`src/rtl/fetch_pc_ctrl_pkg.sv`:
```
// Shared definitions for the instruction-fetch sequencer: FSM states, NOP word,
// default trap vector and the PC increment helper.
package fetch_pc_ctrl_pkg;

  typedef enum logic [1:0] {
    ST_BOOT = 2'd0,
    ST_REQ  = 2'd1,
    ST_RESP = 2'd2,
    ST_DROP = 2'd3
  } fetch_state_e;

  localparam logic [31:0] NOP_INSTR    = 32'h0000_0013;
  localparam logic [31:0] TRAP_VEC_DEF = 32'h0000_0100;

  // 32-bit modulo increment; FFFF_FFFC wraps to 0.
  function automatic logic [31:0] pc_plus4(input logic [31:0] pc);
    return pc + 32'd4;
  endfunction

endpackage

```
`src/rtl/fetch_pc_ctrl_if.sv`:
```
// Instruction-memory port: one outstanding req/gnt/rvalid transaction.
interface fetch_pc_ctrl_if;
  logic        req;
  logic [31:0] addr;
  logic        gnt;
  logic        rvalid;
  logic [31:0] rdata;

  modport master (output req, output addr, input gnt, input rvalid, input rdata);
  modport slave  (input req, input addr, output gnt, output rvalid, output rdata);
endinterface

```
`src/rtl/fetch_pc_ctrl_pc_redirect_mux.sv`:
```
// Redirect detect and priority target select (trap > jalr > branch), word-aligned.
import fetch_pc_ctrl_pkg::*;

module pc_redirect_mux #(
  parameter logic [31:0] TRAP_VEC = TRAP_VEC_DEF
) (
  input  logic        trap_i,
  input  logic        jalr_i,
  input  logic        br_i,
  input  logic [31:0] jalr_tgt_i,
  input  logic [31:0] br_tgt_i,
  output logic        redirect_o,
  output logic [31:0] target_o
);
  logic [31:0] raw;

  always_comb begin
    raw = br_tgt_i;
    if (jalr_i) raw = jalr_tgt_i;
    if (trap_i) raw = TRAP_VEC;
  end

  assign redirect_o = trap_i | jalr_i | br_i;
  assign target_o   = raw & ~32'h0000_0003;
endmodule

```
`src/rtl/fetch_pc_ctrl.sv`:
```
// Fetch PC sequencer: owns the fetch PC, issues one fetch at a time and fills
// the IF/ID slot, discarding responses that belong to squashed fetches.
import fetch_pc_ctrl_pkg::*;

module fetch_pc_ctrl #(
  parameter logic [31:0] RESET_PC = 32'h0000_0000,
  parameter logic [31:0] TRAP_VEC = TRAP_VEC_DEF
) (
  input  logic               clk,
  input  logic               rst,
  input  logic               stall_i,
  input  logic               trap_i,
  input  logic               jalr_e_i,
  input  logic [31:0]        jalr_tgt_i,
  input  logic               br_taken_e_i,
  input  logic [31:0]        br_tgt_i,
  fetch_pc_ctrl_if.master    imem,
  output logic               if_valid_o,
  output logic [31:0]        if_pc_o,
  output logic [31:0]        if_instr_o,
  output logic [31:0]        if_pcplus4_o,
  output logic               flush_d_o,
  output logic [31:0]        pc_o
);
  fetch_state_e state_q, state_d;
  logic [31:0]  pc_q, pc_d;
  logic [31:0]  fpc_q, fpc_d;       // PC of the fetch currently outstanding
  logic         if_valid_q, if_valid_d;
  logic [31:0]  if_pc_q, if_pc_d;
  logic [31:0]  if_instr_q, if_instr_d;
  logic         redirect, req, fire, load;
  logic [31:0]  target;

  pc_redirect_mux #(.TRAP_VEC(TRAP_VEC)) u_mux (
    .trap_i     (trap_i),
    .jalr_i     (jalr_e_i),
    .br_i       (br_taken_e_i),
    .jalr_tgt_i (jalr_tgt_i),
    .br_tgt_i   (br_tgt_i),
    .redirect_o (redirect),
    .target_o   (target)
  );

  // Don't fetch while a stalled, valid instruction occupies IF/ID: there'd be nowhere to put it.
  assign req  = (state_q == ST_REQ) && !(if_valid_q && stall_i);
  assign fire = req && imem.gnt;

  always_comb begin
    state_d = state_q;
    pc_d    = pc_q;
    fpc_d   = fpc_q;
    load    = 1'b0;
    case (state_q)
      ST_BOOT: state_d = ST_REQ;
      ST_REQ: begin
        if (redirect) begin
          pc_d = target;
          if (fire) state_d = ST_DROP;
        end else if (fire) begin
          pc_d    = pc_plus4(pc_q);
          fpc_d   = pc_q;
          state_d = ST_RESP;
        end
      end
      ST_RESP: begin
        if (redirect) begin
          pc_d    = target;
          state_d = imem.rvalid ? ST_REQ : ST_DROP;
        end else if (imem.rvalid) begin
          load    = 1'b1;
          state_d = ST_REQ;
        end
      end
      ST_DROP: begin
        if (redirect)    pc_d    = target;
        if (imem.rvalid) state_d = ST_REQ;
      end
      default: state_d = ST_BOOT;
    endcase
  end

  always_comb begin
    if_valid_d = if_valid_q;
    if_pc_d    = if_pc_q;
    if_instr_d = if_instr_q;
    if (load) begin
      if_valid_d = 1'b1;
      if_pc_d    = fpc_q;
      if_instr_d = imem.rdata;
    end else if (redirect || !stall_i) begin
      if_valid_d = 1'b0;
    end
  end

  always_ff @(posedge clk or posedge rst) begin
    if (rst) begin
      state_q    <= ST_BOOT;
      pc_q       <= RESET_PC;
      fpc_q      <= RESET_PC;
      if_valid_q <= 1'b0;
      if_pc_q    <= 32'h0;
      if_instr_q <= NOP_INSTR;
    end else begin
      state_q    <= state_d;
      pc_q       <= pc_d;
      fpc_q      <= fpc_d;
      if_valid_q <= if_valid_d;
      if_pc_q    <= if_pc_d;
      if_instr_q <= if_instr_d;
    end
  end

  assign imem.req     = req;
  assign imem.addr    = pc_q;
  assign pc_o         = pc_q;
  assign flush_d_o    = redirect;
  assign if_valid_o   = if_valid_q;
  assign if_pc_o      = if_pc_q;
  assign if_instr_o   = if_instr_q;
  assign if_pcplus4_o = pc_plus4(if_pc_q);

  a_no_rvalid_when_held: assert property (@(posedge clk) disable iff (rst)
    !(imem.rvalid && if_valid_q && stall_i));

endmodule
```
`src/flat_wrapper.sv`:
```
// flat-port wrapper written by rule: the top's interface ports become plain ports
module fetch_pc_ctrl_flat 
#(
  parameter logic [31:0] RESET_PC = 32'h0000_0000,
  parameter logic [31:0] TRAP_VEC = TRAP_VEC_DEF
)
  (clk, rst, stall_i, trap_i, jalr_e_i, jalr_tgt_i, br_taken_e_i, br_tgt_i, if_valid_o, if_pc_o, if_instr_o, if_pcplus4_o, flush_d_o, pc_o, imem_req, imem_addr, imem_gnt, imem_rvalid, imem_rdata);
  fetch_pc_ctrl_if imem_i ();
  input  logic clk;
  input  logic rst;
  input  logic stall_i;
  input  logic trap_i;
  input  logic jalr_e_i;
  input  logic [31:0] jalr_tgt_i;
  input  logic br_taken_e_i;
  input  logic [31:0] br_tgt_i;
  output logic if_valid_o;
  output logic [31:0] if_pc_o;
  output logic [31:0] if_instr_o;
  output logic [31:0] if_pcplus4_o;
  output logic flush_d_o;
  output logic [31:0] pc_o;
  output wire logic [$bits(imem_i.req)-1:0] imem_req;
  output wire logic [$bits(imem_i.addr)-1:0] imem_addr;
  input wire logic [$bits(imem_i.gnt)-1:0] imem_gnt;
  input wire logic [$bits(imem_i.rvalid)-1:0] imem_rvalid;
  input wire logic [$bits(imem_i.rdata)-1:0] imem_rdata;
  assign imem_req = imem_i.req;
  assign imem_addr = imem_i.addr;
  assign imem_i.gnt = imem_gnt;
  assign imem_i.rvalid = imem_rvalid;
  assign imem_i.rdata = imem_rdata;
  fetch_pc_ctrl #(.RESET_PC(RESET_PC), .TRAP_VEC(TRAP_VEC)) u_core (.clk(clk), .rst(rst), .stall_i(stall_i), .trap_i(trap_i), .jalr_e_i(jalr_e_i), .jalr_tgt_i(jalr_tgt_i), .br_taken_e_i(br_taken_e_i), .br_tgt_i(br_tgt_i), .imem(imem_i), .if_valid_o(if_valid_o), .if_pc_o(if_pc_o), .if_instr_o(if_instr_o), .if_pcplus4_o(if_pcplus4_o), .flush_d_o(flush_d_o), .pc_o(pc_o));
endmodule
```
`config.mk`:
```
export PLATFORM = sky130hd
export DESIGN_NAME = fetch_pc_ctrl_flat
export DESIGN_NICKNAME = d
export VERILOG_FILES = /design/src/rtl/fetch_pc_ctrl_pkg.sv /design/src/rtl/fetch_pc_ctrl_if.sv /design/src/rtl/fetch_pc_ctrl_pc_redirect_mux.sv /design/src/rtl/fetch_pc_ctrl.sv /design/src/flat_wrapper.sv
export SDC_FILE = /design/constraint.sdc
export NUM_CORES = 1
export LEC_CHECK = 0
export ABC_AREA = 1
export CORE_MARGIN = 2
export CORE_UTILIZATION = 25
export DETAILED_ROUTE_END_ITERATION = 7
export SETUP_SLACK_MARGIN = 0.05
export SYNTH_ARGS = -nofsm -noshare
export SYNTH_HDL_FRONTEND = slang
export SYNTH_HIERARCHICAL = 1
export SYNTH_SLANG_ARGS = --single-unit
```
`constraint.sdc`:
```
create_clock -name clk -period 7.35 [get_ports clk]
set_input_delay 1.1025 -clock clk [delete_from_list [all_inputs] [get_ports clk]]
set_output_delay 1.1025 -clock clk [all_outputs]
set_load 0.03 [all_outputs]
```
==> results <==
- The total number of H-tree levels is 4.
- The synthesis-stage register bit count is roughly 130.
- Counting tap cells, the placed design contains a total of 1647 instances.
- The total negative slack for setup checks is 0 ns.
- The compound-cell area share of the yosys netlist was 0.0697.
- The hold-fix buffer count after cts is 0.
- TritonCTS built the clock tree.
- Input and output buffers added on the ports amount to 262.
- The clock period could shrink to ~4 ns.
- The number of flops mapped to enable cells by yosys is 0.
- The sequential area share after synthesis is 0.423.
- For this run, the slowest stage of the critical path takes roughly 0.75 ns.
- The initial utilization of the core area, before any placement, comes to 0.254.
- The maximum number of pins on one net before global-route repair is approximately 100.
- The leakage power is 4.85 nW.
- The post-cts repair resize count is 0.
- The tightest min-delay check is of the reg2reg type.
- The via count of the first global-routing pass is between 6000 and 7000.
- After synthesis, the largest family of logic cells by area is simple AND/OR/NAND/NOR gates.
- The flow ran to the end, and the final reports show no timing, DRC or antenna violations.
- Counting flops with an async set or reset pin after synthesis yields a share of 1.00.
- STA classifies the critical path endpoint as an output pin.
- The critical path goes through clkdlybuf4s50_1, inv_1, buf_4, nand2_1, clkdlybuf4s50_1.
- The routed via count divided by cell count is 4.28.
- The cell count after synthesis is between 1000 and 1500.
- The placed wire-length estimate after detailed placement is about 18000 um.
- The number of hold violations in the final report is 0.
- The area fraction of the dominant cell type after synthesis is 0.413.
- Summed over all layers, the global routing overflow is 0.
- For this run, the total global-route usage over all layers was measured as 0.148.
- The logic depth of the worst setup path including buffers is 5.
- The cell area after placement is 10400 um^2.
- The region available for standard cell placement spans between 30000 and 40000 um^2.
- The hold path depth is 1.
- The final non-filler cell total is between 1500 and 2000.
- The count of distinct cell types in the synthesized netlist is 37.
- The mean cell area of the mapped netlist is around 7.3 um^2.
- The repair_antennas step left the layout with diodes totalling 0.
- The worst setup path is of the in2out kind.
- The die is approximately 180 um wide.
- The cell area after layout is between 10000 and 15000 um^2.
- At the end of routability-driven placement, the weighted congestion stood at ~0.86.
- The number of standard-cell rows in the floorplan is between 60 and 70.
- Summed over all layers, the routed wires come to about 24000 um.
- The relative slew slack is 0.259.
- IR analysis of the VDD net gives a maximum drop of between 0.15 and 0.2 mV.
- Together, buffers and inverters on the worst path number 4.
- After clock tree synthesis, the clock-pin slew on the worst setup and hold paths is ~0.060 ns.
- Counting along the longest clock path gives a buffer depth of 2.
- The Yosys step of the flow raised 6 warnings.
- The cell with the largest stage delay on the worst path is sky130_fd_sc_hd__clkdlybuf4s50_1.
- The clock arrives with approximately 0.012 ns of skew.
- The die covers 32500 um^2.
- The routed wire length on met2 is 10900 um.
- The family of cells with the greatest summed delay on the critical path is buffers and inverters.
- For this run, design rule violations remaining after detail routing come to 0.
- sky130_fd_sc_hd__nand2_1 is the most common cell in the netlist.
- 267 I/O pins were placed.
- Dividing total power by cell area gives a power density of around 220 nW/um^2.
- The highest metal layer used by the detailed router is met4.
- The layout net count is 1376.
- The met1 wire length is between 10000 and 15000 um.
- The die height is roughly 180 um.
- The number of antenna violations at the first check in global routing was 0.
- Of the total synthesized cell area, the portion taken by AND, OR, NAND and NOR gates is 0.299.
- The clock drives approximately 130 sinks.
- The clock root buffer is sky130_fd_sc_hd__clkbuf_16.
- The detailed router finished its first iteration with about 490 violations.
- The worst reg-to-reg path cell count is 9.
- The number of endpoints failing setup at the final stage is 0.
- At the end of the flow the core is filled with cells to 0.360.
- After synthesis, the share of cell area in mux cells is 0.0494.
- Dividing the detail-routed wire length by the instance count gives 14.6 um.
- The number of nets with antenna violations after routing is 0.
- The transition time at the pin with the least slew margin is approximately 1.1 ns.
- The most used flip-flop cell after synthesis is sky130_fd_sc_hd__dfrtp_1.
- The count of TritonRoute iterations in the first routing pass is 5.
- STA puts the critical path data arrival time at 2.89 ns.
- The cell that appears most often on the critical path is sky130_fd_sc_hd__clkdlybuf4s50_1.
- The element type at the critical path start is an input pin.
- The routed layout has 7189 vias.
- The fraction of final layout cells with drive strength greater than 1 is 0.0733.
- The parity-gate share of the synthesized area counting xor and xnor cells is 0.0294.
- Setup repair after global routing left no endpoint under its margin.
- The highest net fanout along the worst path is 31.
- The highest clock frequency the design can meet is around 0.25 GHz.
- The first global-routing pass estimated approximately 38000 um of wire.
- The layout filler cell count is approximately 3200.
- At the placement stage, the worst setup path has a slack of about 3.2 ns.
- The clock latency reported for the late side of the worst-skew pair is between 0.4 and 0.5 ns.
- Yosys attributes the largest share of cell area to sky130_fd_sc_hd__dfrtp_1 (41%), sky130_fd_sc_hd__nand2_1 (15%), sky130_fd_sc_hd__nor2_1 (7.7%).
- Of the total synthesized cell area, the portion taken by full adders, half adders and majority gates is 0.00323.
- The number of clock buffers inserted by TritonCTS is 17.
- The post-layout worst setup margin is about 3.4 ns.
- The endpoint required time on the critical path is between 6 and 7 ns.
- By count the netlist is led by sky130_fd_sc_hd__nand2_1 (319), sky130_fd_sc_hd__nor2_1 (160), sky130_fd_sc_hd__dfrtp_1 (128).
- In the finished design, the share of the clock period the worst path needs comes to 0.543.
- The max-slew violation count is 0.
- In the detailed route, the total length drawn on met3 is 1380 um.
- Across the run, the number of max-cap violations was 0.
- The number of setup buffers added after CTS is 0.
- The area added between synthesis and finish is 42.0%.
- Of all cell types, the one taking the most synthesized area is sky130_fd_sc_hd__dfrtp_1.
- The post-synthesis instance area is 7760 um^2.
[report_power, final]
part / internal, mW / total, mW / switching, mW
Clock: 0.547 / 0.886 / 0.339
Combinational: 0.245 / 0.581 / 0.336
Sequential: 0.821 / 0.931 / 0.110
Total: 1.61 / 2.40 / 0.784
[placed cells by master (no fill, tap or decap), types with 3 or more instances in the layout]
cell type and instances:
sky130_fd_sc_hd__nand2_1 319, sky130_fd_sc_hd__clkdlybuf4s50_1 261, sky130_fd_sc_hd__nor2_1 159, sky130_fd_sc_hd__dfrtp_1 128, sky130_fd_sc_hd__inv_1 113, sky130_fd_sc_hd__o21ai_0 88, sky130_fd_sc_hd__nand3_1 40, sky130_fd_sc_hd__mux2_2 34
sky130_fd_sc_hd__clkbuf_16 17, sky130_fd_sc_hd__xor2_1 17, sky130_fd_sc_hd__nor3_1 15, sky130_fd_sc_hd__nand4_1 11, sky130_fd_sc_hd__xnor2_1 9, sky130_fd_sc_hd__a21oi_1 8, sky130_fd_sc_hd__nand3b_1 6, sky130_fd_sc_hd__inv_6 5
sky130_fd_sc_hd__buf_4 5, sky130_fd_sc_hd__clkinvlp_4 4, sky130_fd_sc_hd__nor2_4 4, sky130_fd_sc_hd__nand2_2 4, sky130_fd_sc_hd__bufinv_16 3, sky130_fd_sc_hd__or2_2 3, sky130_fd_sc_hd__dfstp_2 3
[layout make-up]
class | count | area (um^2) | area share
flip-flops and latches | 131 | 3280 | 0.298
well taps | 396 | 495 | 0.0450
clock buffers | 18 | 439 | 0.0399
inverters | 115 | 437 | 0.0397
repair buffers | 267 | 2660 | 0.241
clock inverters | 14 | 178 | 0.0161
multi-input cells | 738 | 3530 | 0.320
[registers in the layout (all words and copies together) (netlist names)]
register	flops
u_core/if_instr_o	32
u_core/imem.addr	32
u_core/state_q	2
u_core/fpc_q	32
u_core/if_valid_o	1
u_core/if_pc_o	32
[per-stage QoR]
step / total power [mW] / hold WS (ns)
floorplan: 1.27 / 0.501
global placement: 1.52 / 0.488
detailed placement: 1.53 / 0.493
CTS: 2.43 / 0.508
global route: 2.52 / 0.516
finish: 2.40 / 0.503
[worst paths after layout]
path	end	startpoint	slack, ns
max	flush_d_o	trap_i	3.36
min	u_core/if_instr_o[20]	u_core/if_instr_o[20]	0.50
max reg2reg	u_core/imem.addr[22]	u_core/state_q[1]	5.00
min reg2reg	u_core/if_instr_o[20]	u_core/if_instr_o[20]	0.50
max in group asynchronous	u_core/imem.addr[24]	rst	4.82
min in group asynchronous	u_core/if_instr_o[28]	rst	1.13
[cells by family (layout without fill, tap and decap cells)]
| family | count (synthesis) | in the layout |
|---|---|---|
| other | 1 | 2 |
| AND/OR/NAND/NOR | 569 | 569 |
| multiplexers | 34 | 34 |
| buffers and inverters | 194 | 414 |
| AO/OA/AOI/OAI | 105 | 105 |
| flip-flops | 131 | 131 |
| XOR/XNOR | 26 | 26 |
| adder cells (fa/ha/maj) | 2 | 2 |
[routing by layer]
metal,global-route usage,vias up
li1,-,3691
met4,0.0358,0
met2,0.232,221
met3,0.0321,9
met1,0.208,3268
met5,0,-
(Power assumes the default switching activity.)
